### config.mk
export PLATFORM = sky130hd
export DESIGN_NAME = lcd1602_bus_monitor_flat
export DESIGN_NICKNAME = d
export VERILOG_FILES = /design/src/rtl/lcd1602_pkg.sv /design/src/rtl/lcd1602_bus_monitor_if.sv /design/src/rtl/lcd1602_bus_sync.sv /design/src/rtl/lcd1602_bus_monitor.sv /design/src/flat_wrapper.sv
export SDC_FILE = /design/constraint.sdc
export NUM_CORES = 1
export LEC_CHECK = 0
export CAP_MARGIN = 20
export CELL_PAD_IN_SITES_DETAIL_PLACEMENT = 1
export CELL_PAD_IN_SITES_GLOBAL_PLACEMENT = 1
export CORE_UTILIZATION = 57
export CTS_BUF_LIST = sky130_fd_sc_hd__clkbuf_16
export CTS_CLUSTER_DIAMETER = 80
export DETAILED_ROUTE_END_ITERATION = 8
export MAX_ROUTING_LAYER = met4
export PLACE_DENSITY = 0.92
export SLEW_MARGIN = 20
export SYNTH_ARGS = -nofsm -noshare
export SYNTH_HDL_FRONTEND = slang
export SYNTH_HIERARCHICAL = 1
export SYNTH_SLANG_ARGS = --single-unit
### constraint.sdc
create_clock -name CLOCK -period 4.2 [get_ports CLOCK]
set_input_delay 0.63 -clock CLOCK [delete_from_list [all_inputs] [get_ports CLOCK]]
set_output_delay 0.63 -clock CLOCK [all_outputs]
set_load 0.01 [all_outputs]
### src/rtl/lcd1602_pkg.sv
// Shared LCD1602 definitions: instruction codes, DDRAM line geometry and
// the address-counter stepping rule used by the bus monitor.
package lcd1602_pkg;

  // Instruction bytes issued by the driver blocks during bring-up and cursor moves
  localparam logic [7:0] INSTR_FUNC_SET   = 8'h38;
  localparam logic [7:0] INSTR_DISP_OFF   = 8'h08;
  localparam logic [7:0] INSTR_CLEAR      = 8'h01;
  localparam logic [7:0] INSTR_ENTRY_INC  = 8'h06;
  localparam logic [7:0] INSTR_DISP_ON    = 8'h0C;
  localparam logic [7:0] INSTR_CGRAM_BASE = 8'h40;
  localparam logic [7:0] INSTR_LINE1      = 8'h80;
  localparam logic [7:0] INSTR_LINE2      = 8'hC0;

  // DDRAM line layout: line 1 is 0x00..0x27, line 2 is 0x40..0x67
  localparam logic [6:0] ROW0_BASE = 7'h00;
  localparam logic [6:0] ROW1_BASE = 7'h40;
  localparam logic [6:0] LINE1_END = 7'h27;
  localparam logic [6:0] LINE2_END = 7'h67;

  localparam logic [7:0] BLANK_CHAR = 8'h20;
  localparam int         CLEAR_CELLS = 32;

  typedef enum logic {
    ST_IDLE,
    ST_CLEAR
  } mon_state_t;

  // One synchronizer stage holds a full bus sample so RS/RW/D stay aligned with EN
  typedef struct packed {
    logic       rs;
    logic       rw;
    logic       en;
    logic [7:0] d;
  } bus_sample_t;

  // Next address counter value: CGRAM wraps 63<->0, DDRAM jumps between lines
  function automatic logic [6:0] ac_step(input logic [6:0] ac, input logic cg, input logic inc);
    logic [6:0] nxt;
    logic [5:0] low;
    low = inc ? (ac[5:0] + 6'd1) : (ac[5:0] - 6'd1);
    if (cg) begin
      nxt = {1'b0, low};
    end else if (inc) begin
      if (ac == LINE1_END)      nxt = ROW1_BASE;
      else if (ac == LINE2_END) nxt = ROW0_BASE;
      else                      nxt = ac + 7'd1;
    end else begin
      if (ac == ROW0_BASE)      nxt = LINE2_END;
      else if (ac == ROW1_BASE) nxt = LINE1_END;
      else                      nxt = ac - 7'd1;
    end
    return nxt;
  endfunction

endpackage

### src/rtl/lcd1602_bus_monitor_if.sv
// LCD1602 write bus as driven by the driver blocks (master) and observed by
// the monitor (slave).
interface lcd1602_bus_monitor_if;
  logic       LCD1602_RS;
  logic       LCD1602_RW;
  logic       LCD1602_EN;
  logic [7:0] LCD1602_D;

  modport master (output LCD1602_RS, output LCD1602_RW, output LCD1602_EN, output LCD1602_D);
  modport slave  (input  LCD1602_RS, input  LCD1602_RW, input  LCD1602_EN, input  LCD1602_D);
endinterface

### src/rtl/lcd1602_bus_sync.sv
// Bus front end: synchronizes RS/RW/EN/D as one word, measures EN-high time
// and turns each EN falling edge into a registered accept or reject pulse.
module lcd1602_bus_sync
  import lcd1602_pkg::*;
#(
  parameter int SYNC_STAGES = 2,
  parameter int MIN_EN_HIGH = 8
) (
  input  logic       clk,
  input  logic       rst_n,
  input  logic       rs_i,
  input  logic       rw_i,
  input  logic       en_i,
  input  logic [7:0] d_i,
  output logic       accept_o,
  output logic       reject_o,
  output logic       rs_o,
  output logic [7:0] d_o
);

  localparam int CNT_W = $clog2(MIN_EN_HIGH + 1);
  localparam logic [CNT_W-1:0] CNT_MAX = CNT_W'(MIN_EN_HIGH);

  bus_sample_t      sync_d [SYNC_STAGES];
  bus_sample_t      sync_q [SYNC_STAGES];
  bus_sample_t      last;
  logic             en_prev_d, en_prev_q;
  logic [CNT_W-1:0] cnt_d, cnt_q;
  logic             accept_d, accept_q;
  logic             reject_d, reject_q;
  logic             rs_d, rs_q;
  logic [7:0]       data_d, data_q;
  logic             fall;

  assign last = sync_q[SYNC_STAGES-1];

  // Shift the sample pipeline, count EN-high cycles and classify falling edges
  always_comb begin
    sync_d[0] = '{rs: rs_i, rw: rw_i, en: en_i, d: d_i};
    for (int i = 1; i < SYNC_STAGES; i++) sync_d[i] = sync_q[i-1];
    en_prev_d = last.en;
    fall      = en_prev_q & ~last.en;
    if (last.en) cnt_d = (cnt_q == CNT_MAX) ? cnt_q : cnt_q + 1'b1;
    else         cnt_d = '0;
    accept_d = fall & ~last.rw & (cnt_q == CNT_MAX);
    reject_d = fall & ~last.rw & (cnt_q != CNT_MAX);
    rs_d     = last.rs;
    data_d   = last.d;
  end

  // Front-end registers; reset discards any strobe in flight
  always_ff @(posedge clk or negedge rst_n) begin
    if (!rst_n) begin
      for (int i = 0; i < SYNC_STAGES; i++) sync_q[i] <= '0;
      en_prev_q <= 1'b0;
      cnt_q     <= '0;
      accept_q  <= 1'b0;
      reject_q  <= 1'b0;
      rs_q      <= 1'b0;
      data_q    <= '0;
    end else begin
      for (int i = 0; i < SYNC_STAGES; i++) sync_q[i] <= sync_d[i];
      en_prev_q <= en_prev_d;
      cnt_q     <= cnt_d;
      accept_q  <= accept_d;
      reject_q  <= reject_d;
      rs_q      <= rs_d;
      data_q    <= data_d;
    end
  end

  assign accept_o = accept_q;
  assign reject_o = reject_q;
  assign rs_o     = rs_q;
  assign d_o      = data_q;

endmodule

### src/rtl/lcd1602_bus_monitor.sv
// LCD1602 bus monitor: decodes accepted strobes and keeps a shadow of the
// controller (visible DDRAM, CGRAM, address counter and mode flags).
module lcd1602_bus_monitor
  import lcd1602_pkg::*;
#(
  parameter int SYNC_STAGES = 2,
  parameter int MIN_EN_HIGH = 8
) (
  input  logic                  CLOCK,
  input  logic                  RST_n,
  lcd1602_bus_monitor_if.slave  bus,
  input  logic [4:0]            rd_pos,
  output logic [7:0]            rd_char,
  input  logic [5:0]            cg_pos,
  output logic [4:0]            cg_row,
  output logic                  oEvent,
  output logic                  oIsData,
  output logic [7:0]            oByte,
  output logic [6:0]            ac,
  output logic                  cg_mode,
  output logic                  disp_on,
  output logic                  cursor_on,
  output logic                  blink_on,
  output logic                  entry_inc,
  output logic                  entry_shift,
  output logic                  busy,
  output logic [7:0]            err_cnt
);

  logic       acc, rej, s_rs;
  logic [7:0] s_d;

  lcd1602_bus_sync #(.SYNC_STAGES(SYNC_STAGES), .MIN_EN_HIGH(MIN_EN_HIGH)) u_sync (
    .clk      (CLOCK),
    .rst_n    (RST_n),
    .rs_i     (bus.LCD1602_RS),
    .rw_i     (bus.LCD1602_RW),
    .en_i     (bus.LCD1602_EN),
    .d_i      (bus.LCD1602_D),
    .accept_o (acc),
    .reject_o (rej),
    .rs_o     (s_rs),
    .d_o      (s_d)
  );

  mon_state_t state_d, state_q;
  logic [4:0] clr_cnt_d, clr_cnt_q;
  logic [6:0] ac_d, ac_q;
  logic       cg_mode_d, cg_mode_q, busy_d, busy_q;
  logic       disp_on_d, disp_on_q, cursor_on_d, cursor_on_q, blink_on_d, blink_on_q;
  logic       entry_inc_d, entry_inc_q, entry_shift_d, entry_shift_q;
  logic       event_d, event_q, is_data_d, is_data_q;
  logic [7:0] byte_d, byte_q, err_cnt_d, err_cnt_q;
  logic       dd_we, cg_we;
  logic [4:0] dd_waddr;
  logic [7:0] dd_wdata;
  logic [5:0] cg_waddr;
  logic [4:0] cg_wdata;
  logic [7:0] ddram_q [32];
  logic [4:0] cgram_q [64];
  logic [7:0] rd_char_d, rd_char_q;
  logic [4:0] cg_row_d, cg_row_q;

  // Strobe decode and clear-fill sequencing; strobes arriving mid-fill are errors
  always_comb begin
    state_d       = state_q;
    clr_cnt_d     = clr_cnt_q;
    ac_d          = ac_q;
    cg_mode_d     = cg_mode_q;
    busy_d        = busy_q;
    disp_on_d     = disp_on_q;
    cursor_on_d   = cursor_on_q;
    blink_on_d    = blink_on_q;
    entry_inc_d   = entry_inc_q;
    entry_shift_d = entry_shift_q;
    event_d       = 1'b0;
    is_data_d     = is_data_q;
    byte_d        = byte_q;
    err_cnt_d     = err_cnt_q;
    dd_we         = 1'b0;
    dd_waddr      = clr_cnt_q;
    dd_wdata      = BLANK_CHAR;
    cg_we         = 1'b0;
    cg_waddr      = ac_q[5:0];
    cg_wdata      = s_d[4:0];
    if (rej && err_cnt_q != 8'hFF) err_cnt_d = err_cnt_q + 8'd1;
    case (state_q)
      ST_CLEAR: begin
        dd_we     = 1'b1;
        clr_cnt_d = clr_cnt_q + 5'd1;
        if (clr_cnt_q == 5'(CLEAR_CELLS - 1)) begin
          state_d = ST_IDLE;
          busy_d  = 1'b0;
        end
        if (acc && err_cnt_q != 8'hFF) err_cnt_d = err_cnt_q + 8'd1;
      end
      default: begin
        if (acc) begin
          event_d   = 1'b1;
          is_data_d = s_rs;
          byte_d    = s_d;
          if (s_rs) begin
            if (cg_mode_q) begin
              cg_we = 1'b1;
            end else if (ac_q[5:4] == 2'b00) begin
              dd_we    = 1'b1;
              dd_waddr = {ac_q[6], ac_q[3:0]};
              dd_wdata = s_d;
            end
            ac_d = ac_step(ac_q, cg_mode_q, entry_inc_q);
          end else begin
            casez (s_d)
              8'b1???????: begin ac_d = s_d[6:0]; cg_mode_d = 1'b0; end
              8'b01??????: begin ac_d = {1'b0, s_d[5:0]}; cg_mode_d = 1'b1; end
              8'b0001????: if (!s_d[3]) ac_d = ac_step(ac_q, cg_mode_q, s_d[2]);
              8'b00001???: begin disp_on_d = s_d[2]; cursor_on_d = s_d[1]; blink_on_d = s_d[0]; end
              8'b000001??: begin entry_inc_d = s_d[1]; entry_shift_d = s_d[0]; end
              8'b0000001?: begin ac_d = '0; cg_mode_d = 1'b0; end
              8'b00000001: begin
                state_d     = ST_CLEAR;
                busy_d      = 1'b1;
                clr_cnt_d   = '0;
                ac_d        = '0;
                cg_mode_d   = 1'b0;
                entry_inc_d = 1'b1;
              end
              default: ;
            endcase
          end
        end
      end
    endcase
    rd_char_d = ddram_q[rd_pos];
    cg_row_d  = cgram_q[cg_pos];
  end

  // Control state, flags and registered event outputs
  always_ff @(posedge CLOCK or negedge RST_n) begin
    if (!RST_n) begin
      state_q       <= ST_IDLE;
      clr_cnt_q     <= '0;
      ac_q          <= '0;
      cg_mode_q     <= 1'b0;
      busy_q        <= 1'b0;
      disp_on_q     <= 1'b0;
      cursor_on_q   <= 1'b0;
      blink_on_q    <= 1'b0;
      entry_inc_q   <= 1'b1;
      entry_shift_q <= 1'b0;
      event_q       <= 1'b0;
      is_data_q     <= 1'b0;
      byte_q        <= '0;
      err_cnt_q     <= '0;
    end else begin
      state_q       <= state_d;
      clr_cnt_q     <= clr_cnt_d;
      ac_q          <= ac_d;
      cg_mode_q     <= cg_mode_d;
      busy_q        <= busy_d;
      disp_on_q     <= disp_on_d;
      cursor_on_q   <= cursor_on_d;
      blink_on_q    <= blink_on_d;
      entry_inc_q   <= entry_inc_d;
      entry_shift_q <= entry_shift_d;
      event_q       <= event_d;
      is_data_q     <= is_data_d;
      byte_q        <= byte_d;
      err_cnt_q     <= err_cnt_d;
    end
  end

  // Shadow RAMs with registered read ports; a same-cycle read sees the old cell
  always_ff @(posedge CLOCK or negedge RST_n) begin
    if (!RST_n) begin
      for (int i = 0; i < 32; i++) ddram_q[i] <= BLANK_CHAR;
      for (int i = 0; i < 64; i++) cgram_q[i] <= '0;
      rd_char_q <= BLANK_CHAR;
      cg_row_q  <= '0;
    end else begin
      if (dd_we) ddram_q[dd_waddr] <= dd_wdata;
      if (cg_we) cgram_q[cg_waddr] <= cg_wdata;
      rd_char_q <= rd_char_d;
      cg_row_q  <= cg_row_d;
    end
  end

  assign rd_char     = rd_char_q;
  assign cg_row      = cg_row_q;
  assign oEvent      = event_q;
  assign oIsData     = is_data_q;
  assign oByte       = byte_q;
  assign ac          = ac_q;
  assign cg_mode     = cg_mode_q;
  assign disp_on     = disp_on_q;
  assign cursor_on   = cursor_on_q;
  assign blink_on    = blink_on_q;
  assign entry_inc   = entry_inc_q;
  assign entry_shift = entry_shift_q;
  assign busy        = busy_q;
  assign err_cnt     = err_cnt_q;

endmodule

### src/flat_wrapper.sv
// flat-port wrapper written by rule: the top's interface ports become plain ports
module lcd1602_bus_monitor_flat import lcd1602_pkg::*;
#(
  parameter int SYNC_STAGES = 2,
  parameter int MIN_EN_HIGH = 8
)
  (CLOCK, RST_n, rd_pos, rd_char, cg_pos, cg_row, oEvent, oIsData, oByte, ac, cg_mode, disp_on, cursor_on, blink_on, entry_inc, entry_shift, busy, err_cnt, bus_LCD1602_RS, bus_LCD1602_RW, bus_LCD1602_EN, bus_LCD1602_D);
  lcd1602_bus_monitor_if bus_i ();
  input  logic CLOCK;
  input  logic RST_n;
  input  logic [4:0] rd_pos;
  output logic [7:0] rd_char;
  input  logic [5:0] cg_pos;
  output logic [4:0] cg_row;
  output logic oEvent;
  output logic oIsData;
  output logic [7:0] oByte;
  output logic [6:0] ac;
  output logic cg_mode;
  output logic disp_on;
  output logic cursor_on;
  output logic blink_on;
  output logic entry_inc;
  output logic entry_shift;
  output logic busy;
  output logic [7:0] err_cnt;
  input wire logic [$bits(bus_i.LCD1602_RS)-1:0] bus_LCD1602_RS;
  input wire logic [$bits(bus_i.LCD1602_RW)-1:0] bus_LCD1602_RW;
  input wire logic [$bits(bus_i.LCD1602_EN)-1:0] bus_LCD1602_EN;
  input wire logic [$bits(bus_i.LCD1602_D)-1:0] bus_LCD1602_D;
  assign bus_i.LCD1602_RS = bus_LCD1602_RS;
  assign bus_i.LCD1602_RW = bus_LCD1602_RW;
  assign bus_i.LCD1602_EN = bus_LCD1602_EN;
  assign bus_i.LCD1602_D = bus_LCD1602_D;
  lcd1602_bus_monitor #(.SYNC_STAGES(SYNC_STAGES), .MIN_EN_HIGH(MIN_EN_HIGH)) u_core (.CLOCK(CLOCK), .RST_n(RST_n), .bus(bus_i), .rd_pos(rd_pos), .rd_char(rd_char), .cg_pos(cg_pos), .cg_row(cg_row), .oEvent(oEvent), .oIsData(oIsData), .oByte(oByte), .ac(ac), .cg_mode(cg_mode), .disp_on(disp_on), .cursor_on(cursor_on), .blink_on(blink_on), .entry_inc(entry_inc), .entry_shift(entry_shift), .busy(busy), .err_cnt(err_cnt));
endmodule
# Word-level counts from Yosys, hierarchy flattened
# Cells that the tools add are included.
# totals
in_bits	24
ff_bits	665
wordCells	256
out_inout_bits	45
# op_classes
muxes	67
n_addsub	7
n_lt_le_gt_ge	6
bitwise_logic	12
n_reduce_logical	21
eq_ne	17
# ops
cell	n
bitwise mux 320 bit	1
bitwise mux 256 bit	1
2-to-1 mux 8 bit	11
2-to-1 mux 7 bit	10
2-to-1 mux 5 bit	12
binary-select mux 8 bit (select 5 bit)	1
demux 8 bit (select 5 bit)	1
binary-select mux 5 bit (select 6 bit)	1
demux 5 bit (select 6 bit)	1
one-hot mux 7 bit (4 select lines)	1
AND reduction 4 bit	6
2-to-1 mux 1 bit	21
== test 7 bit, second input constant	2
>= comparator 7 bit, second input constant	2
NOT 6 -> 7 bit	2
>= comparator 6 bit, second input constant	2
2-to-1 mux 6 bit	2
NOT 5 -> 6 bit	2
adder 8 x 1 -> 8 bit, second input constant	1
== test 8 x 1 -> 1 bit, second input constant	1
2-to-1 mux 4 bit	2
inequality test 8 bit, second input constant	1
nonzero test 2 bit	4
adder 7 x 1 -> 7 bit, second input constant	1
other kinds (30)	41

# Longest topological paths before layout
# Gate-level depths: netlist (run 1).
# depth
word_depth	12
mapped_depth	8
depth_no_buf	7

# Hierarchy
# The synthesis (run 1) kept the hierarchy.
# modules_own_cells
mod	n_inst	area_each_um2	seq_area_each_um2	cells_each
lcd1602_bus_monitor	1	29324.4	15732.6	1982
lcd1602_bus_sync	1	1098.6	950.9	58

# Worst setup path after synthesis (run 1)
# Ideal clock, no wire load.
# synth_path
path_type	in2reg
startpoint	input rd_pos[0]
endpoint	register u_core.rd_char_q[2] (netlist: u_core/rd_char[2])
n_path_buf	2
setup_slack_ns	1.523
cell_stages	5
arrival_time_ns	2.552
path_cell_list	clkbuf_1 > buf_2 > mux4_2 > mux4_2 > mux2_2
# synth_via
elab_chain_len	4
# synth_rtl
element	line	rtl
start: declaration	flat_wrapper.sv:11	input logic [4:0] rd_pos;
NOT 5 -> 6 bit (not written as such)	lcd1602_bus_monitor.sv:133	rd_char_d = ddram_q[rd_pos];
binary-select mux 8 bit (select 5 bit)	lcd1602_bus_monitor.sv:133	
2-to-1 mux 8 bit (not written as such) (2 in series)	lcd1602_bus_monitor.sv:133	
via u_core.rd_char_d[2]	lcd1602_bus_monitor.sv:61	logic [7:0] rd_char_d, rd_char_q;
end signal: assignment	lcd1602_bus_monitor.sv:182	rd_char_q <= rd_char_d;
end: declaration	lcd1602_bus_monitor.sv:61	
# The timed path passes the listed nets, and every way through them passes these cells. The select of a mux whose other input is x is not followed.
# A chain may end at the register's enable or synchronous reset.

# Worst setup path after layout (run 1)
# layout_path
startpoint	register u_core.u_sync.rs_q (netlist: u_core/u_sync/rs_o)
endpoint	register u_core/ddram_q[114] (netlist bit)
# layout_via
elab_chain_len	9
elab_cells_between_ends	16
cone_classes	order compare (2); mux (12); bitwise (1); reduce/logical (1)
# layout_rtl
element	line	rtl
start: declaration	lcd1602_bus_sync.sv:31	logic rs_d, rs_q;
start signal: assignment	lcd1602_bus_sync.sv:67	rs_q <= rs_d;
2-to-1 mux 5 bit	lcd1602_bus_monitor.sv:102	if (s_rs) begin
2-to-1 mux 5 bit	lcd1602_bus_monitor.sv:98	if (acc) begin
2-to-1 mux 5 bit	lcd1602_bus_monitor.sv:87	case (state_q)
NOT 5 -> 6 bit (not written as such)	lcd1602_bus_monitor.sv:180	if (dd_we) ddram_q[dd_waddr] <= dd_wdata;
>= comparator 6 bit (not written as such) / less-than comparator 6 x 1 -> 1 bit (equally long branches)	lcd1602_bus_monitor.sv:180	
logical AND 1 bit (not written as such)	lcd1602_bus_monitor.sv:180	
2-to-1 mux 8 bit (not written as such)	lcd1602_bus_monitor.sv:180	
demux 8 bit (select 5 bit)	lcd1602_bus_monitor.sv:180	
bitwise mux 256 bit	lcd1602_bus_monitor.sv:180	
end signal: indexed assignment	lcd1602_bus_monitor.sv:180	
end: declaration	lcd1602_bus_monitor.sv:59	logic [7:0] ddram_q [32];
# Parallel ways exist; a longest one is shown, timed or not.

==> out/metrics.cfg, run 1 <==
[sta]
fin_skew_ps=28.2
tightestPinTransition_ps=1060
period_share_pct=86.7
setup_viol=0
fin_setup_tns_ps=0
relSlewSlack_pct=28.9
fin_crit_ps=3640
rsz0062_at_grt=no
clock.fmax_mhz=275
finalHoldViolCount=0
final_max_slew_viol_count=0

[setup_path]
criticalPathCategory=reg2reg
end_kind=flip-flop
critPathTopFamily=simple AND/OR/NAND/NOR gates
start_kind=flip-flop
arrival_ps=4140
crit_buf_inv=0
critPathMaxStageDelay_ps=940
cp.required_ps=4700
cp_max_fo=15
crit_slowest_cell=or4_1
path_cells=nand3b_1, or4_1, mux2i_1, nor2_2, mux2_2

[power_and_ir_drop]
leakagePower_nw=16.1
p_sw_share_pct=23.7
switchingPower_w=0.00315
ir_drop_mv=0.444
pwr-share-seq_pct=49.0
p_clk_share_pct=46.2
p_int_w=0.0102
combPwrFrac_pct=4.8
p_per_area_nw_per_um2=390

[grt]
gr-total-overflow=0
grt_pass1_wl_um=145000
grt_max_degree=111
antenna_found_initial=2
grt_pass1_vias=21700
gr-usage-all-layers_pct=37.7

[layout]
fin_area_um2=34100
nFillCells=4554
drive_gt1_share_pct=44.9
synthToLayoutAreaGrowth_pct=12.0
finalNonFillerCells=2829
nets=2115

[floorplan]
die_x_um=233
start_util_pct=57.8
dieArea_um2=54300
rows=84
io_pins=69
core_um2=52700
die_y_um=233

[logic_synthesis]
ys_seq_area_share_pct=54.8
synth_seq_cells=665
postSynthCellCount=2040
ys_async_sr_fraction_pct=100
synthesis.nets=2072
synth_edf_count=0
synthTopCellsByArea=dfrtp_1 (52%), mux2_2 (21%), mux4_2 (12%), dfstp_2 (2.9%), nand2_1 (1.4%)
syn-cell-area_um2=30400
ys_types=71
yosys_warnings=6
yosys_most_used_dff=dfrtp_1
syn_avg_cell_area_um2=14.9
synth_top_area_share_pct=51.9
yosysTopAreaCell=dfrtp_1

[detailed_routing]
post-route-drc-count=0
route.antenna.remaining_nets=0
first_pass_iters=7
via_per_inst=6.88
drtIter0Drc=1991
route.vias.total=19500
routedWlPerCell_um=33.6
wirelength_um=95100

[clock_tree]
clock-sinks=665
post_cts_resized=0
cts-root-buf=clkbuf_16
cts_buffer_depth=3
cts_buffers=69
worstSkewPairLatency_ps=630
postCtsHoldBufs=0
cts_tree=built
cts.clk_slew.worst_paths_ps=60
cts-htree-levels=3
postCtsSetupRepairBufs=0

[flow_run]
maxCapViolCount=0

[place]
dpl_cell_area_um2=31800
port_buffers=68
gp_congestion=0.853
post-place-cells=2700
hpwl_um=58200

[status]
status=completed

[min_path]
min_path_type=in2async

layer usage:
layer	vias to the layer above	wire length, µm	global-route usage, %
met2	979	48700	61.4
met1	10500	35200	45.4
met4	0	5190	18.1
met5	-	0	-
li1	7658	-	-
met3	342	6020	7.11
sequential cells by signal, summed over array words and instances (netlist names), 4 cells and up:
signal / flops
u_core/ac: 7
u_core/cg_row: 5
u_core/cgram_q: 320
u_core/clr_cnt_q: 5
u_core/ddram_q: 256
u_core/err_cnt: 8
u_core/oByte: 8
u_core/rd_char: 8
u_core/u_sync/cnt_q: 4
u_core/u_sync/d_o: 8
u_core/u_sync/data_d: 8
u_core/u_sync/sync_d: 11
cell usage after synthesis, types with 4 or more instances:
cell,instances
clkbuf_1,103
nand4_1,5
nor2_4,4
xnor2_1,9
o22ai_1,17
or3_1,7
nand3b_1,9
buf_1,11
nand2b_1,7
nor2_2,12
dfrtp_1,631
nor2_1,48
a22o_1,5
xor2_1,6
ha_1,8
and3_1,9
o21ai_0,21
nor3b_1,7
nor3_1,22
mux2_2,568
nor2b_1,10
buf_2,19
inv_1,9
nand2_1,115
and2_1,11
mux2i_4,6
nor4_1,5
a31oi_1,7
mux4_2,160
a21oi_1,16
a32o_1,5
o32ai_1,7
mux2i_1,12
dfstp_2,34
nand3_1,24
mux2_1,17
nand2_2,16
power by group through the flow:
stage               sequential, W  clock (W)  combinational [W]
floorplan                 0.00662          0           0.000280
global placement          0.00662          0           0.000603
detailed placement        0.00663          0           0.000633
CTS                       0.00651    0.00620           0.000644
global route              0.00652    0.00643           0.000691
finish                    0.00652    0.00614           0.000643
per-stage QoR:
| step | util (%) | setup slack [ps] | hold slack (ps) | total power (W) |
|---|---|---|---|---|
| detailed placement | 60.5 | 833 | 336 | 0.00726 |
| finish | 64.7 | 558 | 112 | 0.0133 |
| global placement | 60.5 | 953 | 334 | 0.00723 |
| CTS | 64.7 | 647 | 145 | 0.0134 |
| global route | 64.7 | 537 | 171 | 0.0136 |
| floorplan | - | 1520 | 331 | 0.00690 |
cells in the final DEF (no fill, tap or decap), types with 6 or more instances in the layout:
| master | count |
|---|---|
| a21oi_1 | 16 |
| or3_1 | 7 |
| mux2i_4 | 6 |
| xnor2_1 | 9 |
| xor2_1 | 6 |
| o22ai_1 | 17 |
| a31oi_1 | 7 |
| mux2i_1 | 12 |
| clkinv_2 | 15 |
| bufinv_16 | 6 |
| and2_1 | 11 |
| nor2_2 | 13 |
| buf_12 | 11 |
| ha_1 | 8 |
| dfrtp_1 | 626 |
| nor3_1 | 22 |
| nor3b_1 | 7 |
| dfstp_2 | 34 |
| and3_1 | 9 |
| nand2b_1 | 7 |
| buf_4 | 29 |
| nand2_2 | 16 |
| nor2b_1 | 10 |
| inv_1 | 18 |
| nand3_1 | 24 |
| clkbuf_16 | 72 |
| clkinv_1 | 22 |
| mux2_2 | 568 |
| o21ai_0 | 21 |
| o32ai_1 | 7 |
| clkdlybuf4s50_1 | 62 |
| nand3b_1 | 9 |
| nor2_1 | 47 |
| nand2_1 | 115 |
| mux2_1 | 17 |
| mux4_2 | 160 |
worst paths after layout:
path,startpoint,endpoint,slack (ps),cells after the start
max,u_core/u_sync/rs_o$_DFF_PN0_,u_core/ddram_q[114]$_DFFE_PN0P_,560,5
min reg2reg,u_core/u_sync/data_d[6]$_DFF_PN0_,u_core/u_sync/d_o[6]$_DFF_PN0_,340,0
max reg2reg,u_core/u_sync/rs_o$_DFF_PN0_,u_core/ddram_q[114]$_DFFE_PN0P_,560,5
min in group CLOCK,u_core/u_sync/data_d[6]$_DFF_PN0_,u_core/u_sync/d_o[6]$_DFF_PN0_,340,0
min,RST_n,u_core/ddram_q[1]$_DFFE_PN0P_,110,1
max in group asynchronous,RST_n,u_core/u_sync/d_o[1]$_DFF_PN0_,2860,2
logic make-up after synthesis:
group           count (synthesis)  synth area share (%)
buf+inv                       145                  1.89
flops                         665                  54.8
compound gates                114                  2.62
mux                           763                  34.3
xor+xnor                       15                 0.432
simple gates                  330                  5.55
fa+ha+maj                       8                 0.329
final cells by class:
type                       instances  area, µm²  share of cell area [%]
sequential                       665      16700                    49.0
multi-input combinational       1230      13200                    38.6
clock buffer                      72       1800                    5.29
timing repair buffer             106       1090                    3.19
tap                              688        861                    2.53
clock inverter                    54        417                    1.22
inverter                          11       41.3                   0.121
antenna                            3       7.51                  0.0220
No activity file was read; power rests on OpenSTA's default activity.
==> run 2: changes to the inputs <==
Settings changed: SYNTH_HIERARCHICAL 1 to not set.
==> run 2 against run 1 <==
Against the previous run:
- the flow now finishes with violations (design-rule violations)
- critical path type unchanged
- non-clock buffer count is 11 higher
- final cell count grew 3.2%
- first-iteration DRC count rose by 23%
- maximum frequency grew 1.4%
- global-route usage increased by 2.9 points
- clock power increased by 3%
- largest cell class unchanged
- sequential power hardly changed
- via count increased by 7.8%
- count of clock-buffer cells in the layout rose by 3
==> out/metrics.cfg, run 2 <==
[setup_path]
ff2ff_path_depth=6  ; +1
path_cells=buf_4, nor2_1, nand4_2, o21a_1, nor2b_1, mux2_2
end_kind=flip-flop
critPathMaxStageDelay_ps=850  ; -90 ps
start_kind=flip-flop
criticalPathCategory=reg2reg
cp.required_ps=4710  ; about the same
cp_max_fo=20  ; +5
crit_slowest_cell=nor2b_1
critPathTopFamily=simple AND/OR/NAND/NOR gates
arrival_ps=4100  ; -40 ps
worstSetupPathDepth=6  ; +1
crit_buf_inv=1  ; +1

[grt]
gr-usage-met1_pct=49.6  ; +4.2 points
grt_pass1_wl_um=158000  ; +8.6%
antenna_found_initial=0  ; -2
grt_max_degree=100  ; -9.9%
gr-total-overflow=0  ; unchanged
met3_usage_pct=7.47  ; +0.36 points
grt_pass1_vias=23200  ; +7.3%
grt_use_met2_pct=65.7  ; +4.3 points
grt-busiest-layer=met2
gr-usage-all-layers_pct=40.5  ; +2.9 points

[layout]
drive_gt1_share_pct=42.8  ; -2.1 points
synthToLayoutAreaGrowth_pct=12.0  ; about the same
nets=2204  ; +4.2%
regMostFlops=u_core.cgram_q
largest_reg_flops=320  ; unchanged
final_cell_mix=dfrtp_1 (626), mux2_2 (574), mux4_2 (145), nand2_1 (121), clkbuf_16 (75)
final_common_cell=dfrtp_1
nFillCells=4662  ; +2.4%

[sta]
rsz0062_at_grt=no
fin_setup_tns_ps=0  ; unchanged
fin_crit_ps=3590  ; -51.6 ps
relSlewSlack_pct=20.1  ; -8.8 points
setup_viol=0  ; unchanged
setup_ws_ps=609  ; +51.6 ps
fin_skew_ps=32.6  ; +4.48 ps
clock.fmax_mhz=279  ; +1.4%
period_share_pct=85.5  ; -1.2 points
final_max_slew_viol_count=0  ; unchanged
tightestPinTransition_ps=1190  ; +133 ps
finalHoldViolCount=0  ; unchanged

[power_and_ir_drop]
ir_drop_mv=0.403  ; -9.2%
p_per_area_nw_per_um2=395  ; +1.1%
leakagePower_nw=16.1  ; about the same

[detailed_routing]
route.antenna.remaining_nets=0  ; unchanged
routedWlPerCell_um=35.2  ; +4.8%
via_per_inst=7.19  ; +4.5%
drtIter0Drc=2442  ; +23%
post-route-drc-count=12  ; +12
wirelength_um=103000  ; +8.2%
route.vias.total=21000  ; +7.8%
first_pass_iters=9  ; +2

[clock_tree]
cts-htree-levels=3  ; unchanged
cts_buffers=72  ; +4.3%
postCtsHoldBufs=0  ; unchanged
cts_tree=built
cts.clk_slew.worst_paths_ps=60  ; about the same
clock-sinks=665  ; unchanged
worstSkewPairLatency_ps=640  ; about the same
post_cts_resized=0  ; unchanged
cts-root-buf=clkbuf_16
postCtsSetupRepairBufs=0  ; unchanged
cts_buffer_depth=3  ; unchanged

[logic_synthesis]
synth_xor_area_share_pct=0.487  ; +0.055 points
synthesis.nets=2166  ; +4.5%
syn_avg_cell_area_um2=14.3  ; -3.9%
ys_types=77  ; +8.5%
synth_compound_area_share_pct=3.59  ; +0.96 points
yosysTopAreaCell=dfrtp_1
synth_commonest_cells=dfrtp_1 (631), mux2_2 (574), mux4_2 (145)
synth_seq_cells=665  ; unchanged
syn-cell-area_um2=30600  ; +0.50%
synth.most_common_cell=dfrtp_1
synth_simple_gate_area_share_pct=6.37  ; +0.82 points
postSynthCellCount=2134  ; +4.6%
ys_seq_area_share_pct=54.6  ; -0.27 points
synth_edf_count=0  ; unchanged
ys_async_sr_fraction_pct=100  ; unchanged
synthAdderAreaFrac_pct=0.327  ; -0.0016 points
synth_top_area_share_pct=51.6  ; -0.26 points
synthTopCellsByArea=dfrtp_1 (52%), mux2_2 (21%), mux4_2 (11%), dfstp_2 (2.9%), nand2_1 (1.5%)
synth_top_family_by_area=multiplexers
yosys_most_used_dff=dfrtp_1
synth_mux_area_share_pct=32.4  ; -1.9 points
yosys_warnings=0  ; -6

[floorplan]
io_pins=69  ; unchanged
die_y_um=234  ; +0.25%
start_util_pct=58.0  ; +0.17 points
core_um2=52800  ; +0.20%
rows=84  ; unchanged
die_x_um=234  ; +0.25%
dieArea_um2=54600  ; +0.50%

[status]
status=complete, but fails checks
violations=design-rule violations

[min_path]
min_path_type=in2async

[place]
hpwl_um=58500  ; +0.59%
gp_congestion=0.905  ; +6.1%
place_ws_ps=920  ; +87.2 ps
port_buffers=68  ; unchanged

[flow_run]
maxCapViolCount=0  ; unchanged

[run 2: changes by cell type in the layout (fill, tap and decap cells not counted), moves of 7 or more]
cell      delta
a211oi_1    +23
buf_4       +16
clkinv_2     -7
inv_1       +16
mux2_1      -17
mux4_2      -15
nand2_2      -8
nor2_1       +9
nor2b_1     +20
nor4_1      +10
o21ai_0     +31
o41ai_1      +9
[run 2: logic make-up after synthesis]
group                      Yosys count
muxes                              736
xor gates and xnor gates            17
adders and majority gates            8
DFF                                665
and+or+nand+nor                    376
AOI/OAI and AO/OA                  163
buffers and inverters              169
[run 2: metal layers]
metal	up-vias	share of wire, %	wire, µm
li1	7959	-	-
met1	11100	37	37900
met2	1464	50	51500
met3	492	7.4	7650
met4	0	5.6	5780
met5	-	0	0
[run 2: layout make-up]
cell class              count  area [µm²]  share of cell area [%]
repair buffers            117        1140                    3.32
inverters                  16        60.1                   0.175
multi-input cells        1300       13200                    38.6
clock inverters            56         405                    1.18
diodes                      2        5.00                  0.0146
clock buffers              75        1880                    5.48
flip-flops and latches    665       16700                    48.7
well taps                 688         861                    2.51
[run 2: worst reg2reg max path, cell delays in order (launching register included)]
cell     delay, ps
dfrtp_1        370
buf_4          220
nor2_1         350
nand4_2        620
o21a_1         630
nor2b_1        850
mux2_2         440
[run 2: final timing paths]
path / endpoint / slack (ps) / from
max in group asynchronous: u_core.ddram_q[225]$_DFFE_PN0P_ / 2990 / RST_n
max: u_core.ddram_q[64]$_DFFE_PN0P_ / 610 / u_core.ac[5]$_DFFE_PN0P_
min reg2reg: u_core.u_sync.data_d[1]$_DFF_PN0_ / 350 / u_core.u_sync.sync_d[1]$_DFF_PN0_
min: u_core.cgram_q[281]$_DFFE_PN0P_ / 30 / RST_n
max reg2reg: u_core.ddram_q[64]$_DFFE_PN0P_ / 610 / u_core.ac[5]$_DFFE_PN0P_
min in group CLOCK: u_core.u_sync.data_d[1]$_DFF_PN0_ / 350 / u_core.u_sync.sync_d[1]$_DFF_PN0_
[run 2: power by group]
group / total [W] / internal (W) / switching, W
clock network: 0.00633 / 0.00351 / 0.00282
logic: 0.000652 / 0.000217 / 0.000435
registers: 0.00653 / 0.00645 / 0.0000807
total: 0.0135 / 0.0102 / 0.00334
[run 2: stage by stage]
stage | power (W) | instances | instance area (µm²) | hold slack, ps | util, %
global route | 0.0138 | 2917 | 34200 | 77.6 | 64.9
detailed placement | 0.00728 | 2786 | 32000 | 336 | 60.6
floorplan | 0.00691 | 2134 | 30600 | 331 | -
CTS | 0.0135 | 2917 | 34200 | 80.6 | 64.9
finish | 0.0135 | 2919 | 34200 | 32.5 | 64.9
global placement | 0.00724 | 2786 | 32000 | 334 | 60.6
